`src/rtl/store_buffer.sv`:
```
// Posted-write store buffer between the CPU memory stage and d_mem.
// Stores queue in a small FIFO and drain when no load holds the port; loads forward from the youngest match.
module store_buffer #(
    parameter int DEPTH = 4,
    parameter int PTR_W = 2
) (
    input  logic             clk,
    input  logic             rst_n,
    input  logic [31:0]      cpu_addr,
    input  logic [31:0]      cpu_wdata,
    input  logic             cpu_we,
    input  logic             cpu_re,
    output logic [31:0]      cpu_rdata,
    output logic             stall,
    output logic             empty,
    output logic [PTR_W:0]   count,
    output logic [31:0]      mem_address,
    output logic [31:0]      mem_writeData,
    output logic             mem_memWrite,
    output logic             mem_memRead,
    input  logic [31:0]      mem_readData
);

    localparam logic [PTR_W:0] FULL = (PTR_W+1)'(DEPTH);

    logic [31:0]      addr_q [DEPTH];
    logic [31:0]      data_q [DEPTH];
    logic [DEPTH-1:0] valid_q;
    logic [PTR_W-1:0] head_q;
    logic [PTR_W-1:0] tail_q;
    logic [PTR_W:0]   count_q;

    logic        load;
    logic        drain;
    logic        push;
    logic        fwd_hit;
    logic [31:0] fwd_data;

    // Store handshake: a store is presented with cpu_we=1 and is taken on the
    // next rising edge in any cycle where stall=0; while stall=1 the CPU must
    // hold cpu_we/cpu_addr/cpu_wdata stable and nothing is enqueued.
    always_comb begin
        load  = rst_n & cpu_re;
        drain = rst_n & ~cpu_re & (count_q != '0);
        push  = rst_n & cpu_we & ((count_q != FULL) | drain);
        stall = rst_n & cpu_we & (count_q == FULL) & ~drain;
    end

    // Walk entries oldest to youngest so the last match seen is the youngest.
    always_comb begin
        fwd_hit  = 1'b0;
        fwd_data = '0;
        for (int i = 0; i < DEPTH; i++) begin
            logic [PTR_W-1:0] idx;
            idx = head_q + PTR_W'(i);
            if (valid_q[idx] && (addr_q[idx] == cpu_addr)) begin
                fwd_hit  = 1'b1;
                fwd_data = data_q[idx];
            end
        end
    end

    always_comb begin
        mem_address   = '0;
        mem_writeData = '0;
        mem_memWrite  = 1'b0;
        mem_memRead   = 1'b0;
        cpu_rdata     = '0;
        if (load) begin
            mem_memRead = 1'b1;
            mem_address = cpu_addr;
            cpu_rdata   = fwd_hit ? fwd_data : mem_readData;
        end else if (drain) begin
            mem_memWrite  = 1'b1;
            mem_address   = addr_q[head_q];
            mem_writeData = data_q[head_q];
        end
    end

    always_ff @(posedge clk or negedge rst_n) begin
        if (!rst_n) begin
            head_q  <= '0;
            tail_q  <= '0;
            count_q <= '0;
            valid_q <= '0;
        end else begin
            if (drain) begin
                valid_q[head_q] <= 1'b0;
                head_q          <= head_q + PTR_W'(1);
            end
            // When full, a push lands on the slot being drained; this write wins.
            if (push) begin
                valid_q[tail_q] <= 1'b1;
                tail_q          <= tail_q + PTR_W'(1);
            end
            unique case ({push, drain})
                2'b10:   count_q <= count_q + (PTR_W+1)'(1);
                2'b01:   count_q <= count_q - (PTR_W+1)'(1);
                default: count_q <= count_q;
            endcase
        end
    end

    always_ff @(posedge clk) begin
        if (push) begin
            addr_q[tail_q] <= cpu_addr;
            data_q[tail_q] <= cpu_wdata;
        end
    end

    assign count = count_q;
    assign empty = (count_q == '0);

endmodule

```
`config.mk`:
```
export PLATFORM = sky130hd
export DESIGN_NAME = store_buffer
export DESIGN_NICKNAME = d
export VERILOG_FILES = /design/src/rtl/store_buffer.sv
export SDC_FILE = /design/constraint.sdc
export NUM_CORES = 1
export LEC_CHECK = 0
export CAP_MARGIN = 10
export CORE_MARGIN = 2
export CORE_UTILIZATION = 56
export DETAILED_ROUTE_END_ITERATION = 8
export PLACE_DENSITY = 0.77
export REMOVE_ABC_BUFFERS = 1
export SETUP_SLACK_MARGIN = 0.4
export SLEW_MARGIN = 20
export SYNTH_ARGS = -nofsm -noshare
export SYNTH_HDL_FRONTEND = slang
export SYNTH_SLANG_ARGS = --single-unit
```
`constraint.sdc`:
```
create_clock -name clk -period 14.2 [get_ports clk]
set_input_delay 2.84 -clock clk [delete_from_list [all_inputs] [get_ports clk]]
set_output_delay 2.84 -clock clk [all_outputs]
set_load 0.02 [all_outputs]
```
==> results of run 1 <==
==> metrics by stage <==
| step | cells | worst slack (ps) | hold slack, ps | instance area, sq um |
|---|---|---|---|---|
| finish | 1874 | 3120 | 552 | 21800 |
| detailed placement | 1817 | 3490 | 542 | 20900 |
| global route | 1872 | 2700 | 598 | 21800 |
| CTS | 1871 | 3100 | 560 | 21800 |
| floorplan | 1144 | -10650 | 505 | 18100 |
| global placement | 1817 | 3630 | 545 | 20900 |
==> cell families after synthesis <==
group / after synthesis
muxes: 299
AOI/OAI and AO/OA: 171
adders and majority gates: 9
buffers and inverters: 151
DFF: 267
and+or+nand+nor: 264
xor gates and xnor gates: 120
==> layout make-up <==
class	instances	area, sq um
Clock inverter	9	77.6
Clock buffer	45	826
Multi-Input combinational cell	863	10100
Sequential cell	267	7970
Inverter	14	52.6
Timing Repair Buffer	225	2200
Antenna cell	3	7.51
Fill cell	2342	11700
Tap cell	448	561
==> Yosys cell counts (all sizes together) (3+ instances only) <==
library cell / number
and3: 3
a211oi: 8
o22ai: 10
o211ai: 4
o21ai: 17
xor2: 20
inv: 13
a22o: 26
a21o: 4
mux4: 227
nor2: 82
dlygate4sd1: 6
clkbuf: 49
o311a: 32
nand2: 58
xnor2: 100
edfxtp: 256
buf: 80
or4: 4
a221oi: 33
nand2b: 4
a21oi: 13
a2111oi: 4
nand3: 3
nor3: 37
nor4: 10
mux2: 4
nand4: 20
dfrtp: 11
ha: 8
and2: 37
mux2i: 68
a31oi: 3
==> registers in the layout (all words and copies together) (netlist names) <==
| register | count |
|---|---|
| addr_q | 128 |
| data_q | 128 |
| valid_q | 4 |
| count | 3 |
| head_q | 2 |
| tail_q | 2 |
==> metal layers <==
layer	global-route usage	vias up	share of wire
li1	-	5530	-
met3	0.0335	94	0.091
met1	0.373	6571	0.39
met4	0.0859	2	0.035
met2	0.446	659	0.49
met5	0	-	0.00029
==> critical path, stage by stage (launching register included) <==
cell and delay (ps):
dfrtp_4 800, clkinv_1 540, buf_4 380, ha_4 920
buf_4 470, buf_4 640, mux4_1 440, xnor2_1 170
nand4_1 180, nor4_2 320, and3_1 240, buf_4 410
or4_2 740, buf_4 470, nor2_1 90, nor3_2 170
clkdlybuf4s50_1 620
==> power by group <==
| group | total, W | internal, W | switching (W) | leakage [nW] |
|---|---|---|---|---|
| Combinational | 0.00233 | 0.00123 | 0.00110 | 4.04 |
| Clock | 0.000715 | 0.000417 | 0.000298 | 0.447 |
| Sequential | 0.00108 | 0.000966 | 0.000118 | 2.45 |
| Total | 0.00413 | 0.00262 | 0.00151 | 6.93 |
==> cells in the final DEF (no fill, tap or decap), types with 6 or more instances in the layout <==
master	n
xor2_1	20
ha_1	7
nor3_2	30
mux4_1	24
nand4_1	20
a221oi_1	33
clkinv_2	6
o22ai_1	10
mux2i_1	68
xnor2_1	100
buf_4	22
inv_1	12
edfxtp_1	256
and2_1	33
nor2_1	82
mux4_4	67
clkdlybuf4s50_1	202
nor4_1	6
a21oi_1	13
mux4_2	136
nor3_1	7
clkbuf_1	12
o21ai_0	17
a211oi_1	8
nand2_1	57
o311a_1	32
clkbuf_16	29
a22o_1	26
dfrtp_1	9
==> final timing paths <==
path | start | endpoint | slack (ps) | depth (start not counted)
worst min-delay path | count[2] | count[2] | 550 | 1
min in group asynchronous | rst_n | valid_q[0] | 2720 | 1
worst max-delay path | head_q[0] | cpu_rdata[22] | 3120 | 16
worst max register to register | head_q[0] | head_q[1] | 10080 | 7
max in group asynchronous | rst_n | head_q[1] | 10930 | 1
worst min register to register | count[2] | count[2] | 550 | 1
==> metrics.md, run 1 <==
| Metric | Value |
|---|---|
| Post-DP HPWL | between 30 and 40 mm |
| Via/cell ratio | 6.86 |
| Critical Path AT | slightly above 8000 ps |
| Clk sinks | ~270 |
| Root Buffer Master | clkbuf_16 |
| Synth Area in Adders | 0.00631 |
| Final period util | 0.780 |
| Distinct cells, synth | 66 |
| Fin util | 0.651 |
| Starting Density | 0.568 |
| Clk Latency, worst-skew pair | 560 ps |
| Core ar. | about 34000 sq um |
| Critical Path End Type | output port |
| Mux cell area share after synthesis | 0.320 |
| Setup_tns | 0 ps |
| Final Skew | ~18 ps |
| Clock Pin Slew Worst Setup and Hold Paths | 60 ps |
| Cell row count | 67 |
| Synth top area cells | edfxtp_1, mux4_2, mux4_4, xnor2_1, mux2i_1 |
| CTS tree | built |
| Power Total | 0.00413 W |
| Fraction of registers with async set/reset | 0.0412 |
| Setup violations, final | 0 |
| Routed Antenna Nets | 0 |
| Largest family of logic cells by synthesized area | multiplexers |
| Initial antenna violation count | 2 |
| Die Y | between 150 and 200 um |
| GPL Wtd Cong | about 0.94 |
| Total GRT Usage | 0.268 |
| Top-area cell type share of the netlist area | 0.404 |
| 1st-iter DRT viols | approximately 1300 |
| CTS max path bufs | 3 |
| Power density over the cells | 189 nW/um^2 |
| Yosys reg bits | 267 |
| RSZ-0062 raised after global routing | false |
| Prevailing post-synth register cell | edfxtp_1 |
| Post-synthesis compound-gate area fraction | 0.0730 |
| CP max FO | 63 |
| Total CTS buffers | 29 |
| Synth-to-layout area growth | 14.7% |
| Grt total ovfl | 0 |
| Die ar. | 35500 sq um |
| Layout cell share with drive strength beyond 1 | 0.225 |
| Status | finished clean |
| Crit path time final | approximately 11000 ps |
| Achievable Freq | about 0.09 GHz |
| Vias | 12900 |
| Routed length per instance | around 25 um |
| Number of hold violations in the final report | 0 |
| Post-cts resize count | 0 |
| Number of max-cap violations | 0 |
| Lkg Pwr | slightly below 7 nW |
| Die width | approximately 190 um |
| First-pass GRT wire length | between 70 and 80 mm |
| CP startpoint kind | flop |
| Post-CTS Hold Buffers | 0 |
| Final Max Tran Viols | 0 |
| Cell Area, Synth | 19000 sq um |
| Worst hold path type | reg -> reg |
| Depth of the CTS H-tree | 1 |
| Worst vdd ir | about 180 uV |
| Post-Synthesis Cells | between 1000 and 1500 |
| Drt pass-1 iters | 6 |
| Mean Syn Cell Area | around 15 sq um |
| Drt drc | 0 |
| Slew of the pin with the lowest slew margin | 1090 ps |
| Number of global-route vias before repair | about 13000 |
| Worst slew margin | 0.275 |
| Setup bufs post-CTS | 0 |
| XOR/XNOR Fraction of Synth Area | 0.0552 |
| Critical path class | reg -> out |
| Total Wirelength | between 40 and 50 mm |
| Largest net degree at the start of global routing | 71 |
| Crit path required time | ~11000 ps |
| Nets | around 1500 |
| Ys Warns | 0 |
| IO Pins | roughly 200 |
| Post-Synth Simple-Gate Area | 0.0757 |
| Port-buffer cells | 202 |
| Register area share after synthesis | 0.418 |
| EDFF count, synth | about 260 |
| Yosys top cell by area | edfxtp_1 |
No activity file was read; power rests on OpenSTA's default activity.
==> run 2, diff against run 1 <==
--- a/config.mk
+++ b/config.mk
@@ -7,9 +7,9 @@
 export LEC_CHECK = 0
 export CAP_MARGIN = 10
 export CORE_MARGIN = 2
-export CORE_UTILIZATION = 56
+export CORE_UTILIZATION = 53
 export DETAILED_ROUTE_END_ITERATION = 8
-export PLACE_DENSITY = 0.77
+export PLACE_DENSITY = 0.76
 export REMOVE_ABC_BUFFERS = 1
 export SETUP_SLACK_MARGIN = 0.4
 export SLEW_MARGIN = 20
==> constraint.sdc (replaced) <==
create_clock -name clk -period 9.4 [get_ports clk]
set_input_delay 1.88 -clock clk [delete_from_list [all_inputs] [get_ports clk]]
set_output_delay 1.88 -clock clk [all_outputs]
set_load 0.02 [all_outputs]
==> run 2 against run 1 <==
Against the previous run: die area is 5.5% higher; global-route usage down 1.7 points; largest power group unchanged; cell count grew 0.53%; sequential cell count stayed put; register-to-register slack worse by 3500 ps.
==> metrics.md, run 2 (synthesis results as in run 1) <==
| Metric | Value |
|---|---|
| Pre-CTS setup slack | 1320 ps (-2170 ps) |
| Crit path required time | 7520 ps (-3840 ps) |
| Drt pass-1 iters | 6 (unchanged) |
| Layout cell share with drive strength beyond 1 | 0.225 (unchanged) |
| Synth-to-layout area growth | 14.9% |
| # diodes | 0 (-3) |
| Total GRT Usage | 0.251 (-0.0172) |
| Total Wirelength | 48.1 mm (+0.80%) |
| Grt total ovfl | 0 (unchanged) |
| Core ar. | 35500 sq um (+5.8%) |
| Number of global-route vias before repair | 12500 (-1.3%) |
| Cell row count | 69 (+3.0%) |
| Psw | 0.00230 W (+52%) |
| Routed length per instance | 25.5 um (+0.26%) |
| Largest regs | addr_q: 128 flops, data_q: 128 flops, valid_q: 4 flops |
| Nets | 1511 (+0.13%) |
| Starting Density | 0.536 (-0.0312) |
| Setup_tns | 0 ps (unchanged) |
| Critical Path AT | 6460 ps (-1780 ps) |
| CTS max path bufs | 3 (unchanged) |
| Total CTS buffers | 29 (unchanged) |
| Achievable Freq | around 0.12 GHz |
| Sequential cell fraction of total power | 0.258 (-0.005) |
| Vias | 12800 (-0.64%) |
| Clk Latency, worst-skew pair | 570 ps (about the same) |
| Placed insts | 1832 (+0.83%) |
| Post-cts resize count | 0 (unchanged) |
| Final Skew | 15.4 ps (-3.09 ps) |
| Setup violations, final | 0 (unchanged) |
| Final period util | 0.887 |
| Hold Slack | 542 ps (-9.79 ps) |
| Status | finished clean |
| Finished Layout Cells | 1884 (+0.53%) |
| IO Pins | 203 (unchanged) |
| Clk sinks | 267 (unchanged) |
| Root Buffer Master | clkbuf_16 |
| M1 WL | 19.1 mm (+3.6%) |
| Die Y | 193 um (+2.7%) |
| Post-DP HPWL | 30.7 mm (-2.1%) |
| Number of max-cap violations | 0 (unchanged) |
| Clock power frac | 0.171 (-0.002) |
| Worst vdd ir | 288 uV (+62%) |
| Depth of the CTS H-tree | 1 (unchanged) |
| Sw Share | 0.368 (+0.00150) |
| Number of hold violations in the final report | 0 (unchanged) |
| Die ar. | 37400 sq um (+5.5%) |
| Critical Path End Type | output port |
| Combinational power share | 0.571 (+0.007) |
| CTS tree | built |
| CP startpoint kind | flop |
| Worst hold path type | reg -> reg |
| PnR worst setup slack | 1060 ps (-2060 ps) |
| Power density over the cells | 286 nW/um^2 (+51%) |
| Routed met3 length | 3.95 mm (-8.6%) |
| Port-buffer cells | 202 (unchanged) |
| Initial antenna violation count | 1 (-1) |
| Worst slew margin | 0.268 (-0.00688) |
| CP max FO | 40 (-37%) |
| Routed Antenna Nets | 0 (unchanged) |
| Power Total | 0.00625 W (+51%) |
| Internal Pwr Total | 0.00395 W (+51%) |
| RSZ-0062 raised after global routing | false |
| Most common cell after layout, fill and taps aside | edfxtp_1 |
| Drt drc | 0 (unchanged) |
| Lkg Pwr | 6.94 nW (about the same) |
| GPL Wtd Cong | 0.887 (-5.7%) |
| Critical path class | reg -> out |
| Final Max Tran Viols | 0 (unchanged) |
| Post-CTS Hold Buffers | 0 (unchanged) |
| Setup bufs post-CTS | 0 (unchanged) |
| Clock Pin Slew Worst Setup and Hold Paths | 60 ps (about the same) |
| Met2 wire length | 23.6 mm (+1.6%) |
| Largest net degree at the start of global routing | 160 (+130%) |
| Via/cell ratio | 6.78 (-1.2%) |
| Crit path time final | approximately 8300 ps |
| Max Used Layer | met5 |
| Die width | 193 um (+2.7%) |
| 1st-iter DRT viols | 1284 (-3.4%) |
| Slew of the pin with the lowest slew margin | 1100 ps (+10.3 ps) |
| Most frequent cells in the layout | edfxtp_1, clkdlybuf4s50_1, mux4_2 |
| First-pass GRT wire length | 73.3 mm (-1.1%) |
## run 2: cell types whose count changed in the layout (fill, tap and decap cells not counted)
cell        change
clkinvlp_4      +1
inv_6           -1
diode_2         -3
clkbuf_8        -2
clkinv_4        -1
clkbuf_1        -2
buf_12          +2
inv_16          +1
clkinv_1        +2
## run 2: metrics by stage
| stage | utilization | instance area [sq um] |
|---|---|---|
| 2_1_floorplan | - | 18100 |
| 3_3_place_gp | 0.591 | 21000 |
| 3_5_place_dp | 0.591 | 21000 |
| 4_1_cts | 0.616 | 21900 |
| 5_1_grt | 0.616 | 21900 |
| 6_report | 0.616 | 21900 |
## run 2: power by group through the flow
| stage | clock network (W) | logic [W] | registers (W) |
|---|---|---|---|
| finish | 0.00107 | 0.00357 | 0.00161 |
| global route | 0.00113 | 0.00379 | 0.00163 |
| global placement | 0 | 0.00352 | 0.00162 |
| CTS | 0.00109 | 0.00357 | 0.00161 |
| detailed placement | 0 | 0.00355 | 0.00163 |
| floorplan | 0 | 0.00320 | 0.00186 |
## run 2: worst paths after layout
check                           from             to  slack, ps  cells after the start
min in group asynchronous      rst_n       count[0]       1720                      1
max in group asynchronous      rst_n      head_q[1]       7180                      1
hold / removal              count[2]       count[2]        540                      1
setup / recovery           head_q[0]  cpu_rdata[22]       1060                     14
setup reg to reg           head_q[0]      head_q[1]       6580                      5
hold reg to reg             count[2]       count[2]        540                      1
## run 2: final cells by class
class	instances	area, sq um
repair buffers	227	2240
inverters	14	52.6
flip-flops and latches	267	7970
clock buffers	41	791
clock inverters	11	95.1
multi-input cells	863	10100
fillers	2642	13600
well taps	461	577
## run 2: per-layer routing
layer,track usage,vias to the layer above
met1,0.342,6548
met4,0.0619,2
met5,0,-
met3,0.0443,93
met2,0.422,611
li1,-,5520
## run 2: critical path, stage by stage (launching register included)
cell and delay (ps):
dfrtp_4 800, clkinv_1 260, ha_4 750, buf_4 370, mux2i_1 330, nor3_1 80
a211oi_1 340, nand4_1 140, nor4_1 630, and3_1 300, or4_2 590, buf_4 370
nor2_1 80, nor3_2 160, clkdlybuf4s50_1 620
==> run 3, diff against run 2 <==
--- a/config.mk
+++ b/config.mk
@@ -6,6 +6,7 @@
 export NUM_CORES = 1
 export LEC_CHECK = 0
 export CAP_MARGIN = 10
+export CORE_ASPECT_RATIO = 0.9
 export CORE_MARGIN = 2
 export CORE_UTILIZATION = 53
 export DETAILED_ROUTE_END_ITERATION = 8
==> constraint.sdc (replaced) <==
create_clock -name clk -period 9.4 [get_ports clk]
set_input_delay 1.41 -clock clk [delete_from_list [all_inputs] [get_ports clk]]
set_output_delay 1.41 -clock clk [all_outputs]
set_load 0.02 [all_outputs]
==> run 3 against run 2 <==
Against the previous run: hold slack improved by 16 ps; global-route usage increased by 1.7 points; core utilization increased by 0.57 points; sequential cell count unchanged; final area increased by 0.17%.
==> metrics.md, run 3 (synthesis results as in run 1) <==
| Metric | Value |
|---|---|
| Number of hold violations in the final report | 0 (unchanged) |
| Die Y | 184 um (-5.0%) |
| Post-cts resize count | 0 (unchanged) |
| Largest delay share family, worst path | simple AND/OR/NAND/NOR gates |
| Critical Path End Type | output port |
| Clk Latency, worst-skew pair | 580 ps (about the same) |
| Routed Antenna Nets | 0 (unchanged) |
| IO Pins | 203 (unchanged) |
| Buf/Inv on CP | 4 (unchanged) |
| Clock power frac | 0.176 (+0.005) |
| Largest net degree at the start of global routing | 147 (-8.1%) |
| Hold Path End | count[2] |
| Clk sinks | 267 (unchanged) |
| Setup_tns | 0 ps (unchanged) |
| Core ar. | 35200 sq um (-0.75%) |
| Post-DP HPWL | 32.6 mm (+6.2%) |
| Status | finished clean |
| Crit path required time | 7990 ps (+470 ps) |
| Cell row count | 65 (-5.8%) |
| Worst vdd ir | 195 uV (-32%) |
| Most frequent cells in the layout | edfxtp_1, clkdlybuf4s50_1, mux4_2 |
| Placed insts | 1839 (+0.38%) |
| First-pass GRT wire length | 76.7 mm (+4.7%) |
| Grt total ovfl | 0 (unchanged) |
| Final period util | 0.906 (+0.0191) |
| Slowest stage delay, CP | 920 ps (+120 ps) |
| Power density over the cells | 288 nW/um^2 (+0.62%) |
| Slowest stage cell, crit path | dfrtp_4 |
| Total Wirelength | 50.2 mm (+4.5%) |
| Post-route cell area | 21900 sq um (+0.17%) |
| Total GRT Usage | 0.268 (+0.0172) |
| Final Max Tran Viols | 0 (unchanged) |
| Clock Pin Slew Worst Setup and Hold Paths | 60 ps (about the same) |
| CP max FO | 54 (+35%) |
| Most common cell after layout, fill and taps aside | edfxtp_1 |
| Nets | 1512 (+0.066%) |
| Starting Density | 0.540 (+0.00408) |
| Critical path class | reg -> out |
| Root Buffer Master | clkbuf_16 |
| Total CTS buffers | 31 (+6.9%) |
| 1st-iter DRT viols | 1306 (+1.7%) |
| R2R Setup Slk | 6520 ps (-60 ps) |
| Psw | 0.00234 W (+1.6%) |
| Vias | 13000 (+1.8%) |
| Internal Pwr Total | 0.00396 W (+0.32%) |
| Layout cell share with drive strength beyond 1 | 0.224 (-0.000787) |
| Number of global-route vias before repair | 12800 (+2.0%) |
| Synth-to-layout area growth | 15.0% |
| Post-CTS Hold Buffers | 0 (unchanged) |
| CTS max path bufs | 3 (unchanged) |
| Pre-CTS setup slack | 1510 ps (+187 ps) |
| Crit path time final | 8520 ps (+179 ps) |
| Power Total | 0.00630 W (+0.78%) |
| Finished Layout Cells | 1900 (+0.85%) |
| Most frequent CP cell | buf_4 |
| Largest regs | addr_q: 128 flops, data_q: 128 flops, valid_q: 4 flops |
| Placed Area | 21000 sq um (about the same) |
| Combinational power share | 0.566 (-0.005) |
| Reg2reg path depth | 5 (unchanged) |
| Sw Share | 0.371 (+0.00289) |
| Routed length per instance | 26.4 um (+3.6%) |
| Setup bufs post-CTS | 0 (unchanged) |
| Worst hold path type | reg -> reg |
| Routed met3 length | 4.36 mm (+10%) |
| RSZ-0062 raised after global routing | false |
| Max Used Layer | met4 |
| Slew of the pin with the lowest slew margin | 994 ps (-104 ps) |
| Achievable Freq | 0.117 GHz (-2.1%) |
| Hold Crit Depth | 1 (unchanged) |
| Via/cell ratio | 6.84 (+0.94%) |
| Die ar. | 37400 sq um (about the same) |
| Worst-path cell chain | clkinv_1 -> ha_4 -> mux2i_1 -> o22ai_1 -> a22o_1 -> or4_1 -> nor4_2 -> and3_1 -> buf_4 -> or4_2 -> buf_4 -> nor2_1 -> nor3_2 -> clkdlybuf4s50_1 |
| Initial antenna violation count | 3 (+2) |
| Number of max-cap violations | 0 (unchanged) |
| PnR worst setup slack | 879 ps (-179 ps) |
| Depth of the CTS H-tree | 1 (unchanged) |
| Reg-to-reg startpoint | head_q[0] |
| M1 WL | 20.3 mm (+6.3%) |
| Final Skew | 26.8 ps (+11.4 ps) |
| CP startpoint kind | flop |
| HP Start | count[2] |
| R2r endpoint | head_q[1] |
| Lkg Pwr | 6.95 nW (+0.16%) |
| Drt pass-1 iters | 6 (unchanged) |
| Drt drc | 0 (unchanged) |
| Worst slew margin | 0.337 (+0.0695) |
| GPL Wtd Cong | 0.917 (+3.4%) |
| Port-buffer cells | 202 (unchanged) |
| CTS tree | built |
| Sequential cell fraction of total power | 0.258 (about the same) |
| Met2 wire length | 23.9 mm (+1.1%) |
| Die width | 204 um (+5.3%) |
| Setup violations, final | 0 (unchanged) |
| Critical Path AT | 7110 ps (+650 ps) |
run 3: cell types whose count changed in the layout (fill, tap and decap cells not counted), sizes merged:
cell      delta
diode        +3
clkinvlp     -1
inv          +1
buf          -1
clkinv       +4
clkbuf       +2
run 3: worst max-delay path by stage:
stage | start | to | slack [ps] | cells after the start
final | head_q[0] | cpu_rdata[10] | 880 | 14
after global placement | head_q[0] | cpu_rdata[9] | 1750 | 14
after global routing | head_q[0] | cpu_rdata[10] | 420 | 15
after detailed placement | head_q[0] | cpu_rdata[10] | 1510 | 14
after floorplan | head_q[0] | cpu_rdata[0] | -14020 | 11
after CTS | head_q[0] | cpu_rdata[10] | 900 | 14
run 3: worst reg2reg max path: cells and delay by family, from the launching register on:
family | cells | cell delay, ps
adder cells (fa/ha/maj) | 1 | 860
flip-flops | 1 | 920
AND/OR/NAND/NOR | 1 | 90
buffers and inverters | 2 | 840
AO/OA/AOI/OAI | 1 | 90
run 3: area by class of cell:
class	count	area [sq um]
Antenna cell	3	7.51
Clock buffer	43	821
Clock inverter	15	104
Fill cell	2600	13300
Inverter	14	52.6
Multi-Input combinational cell	863	10100
Sequential cell	267	7970
Tap cell	469	587
Timing Repair Buffer	226	2220
run 3: per-layer routing:
layer | global-route usage | vias to the layer above
met4 | 0.0902 | 0
met1 | 0.386 | 6663
met2 | 0.422 | 693
li1 | - | 5542
met3 | 0.0413 | 105
met5 | 0 | -
run 3: through the flow:
stage,utilization,hold slack [ps]
after floorplan,-,505
final,0.622,558
after global routing,0.622,566
after CTS,0.621,554
after detailed placement,0.595,543
after global placement,0.595,539
run 3: power by group through the flow:
stage	combinational, W	sequential [W]	clock [W]
2_1_floorplan	0.00320	0.00186	0
3_5_place_dp	0.00355	0.00164	0
4_1_cts	0.00356	0.00162	0.00113
6_report	0.00357	0.00162	0.00111
3_3_place_gp	0.00350	0.00163	0
5_1_grt	0.00379	0.00164	0.00117
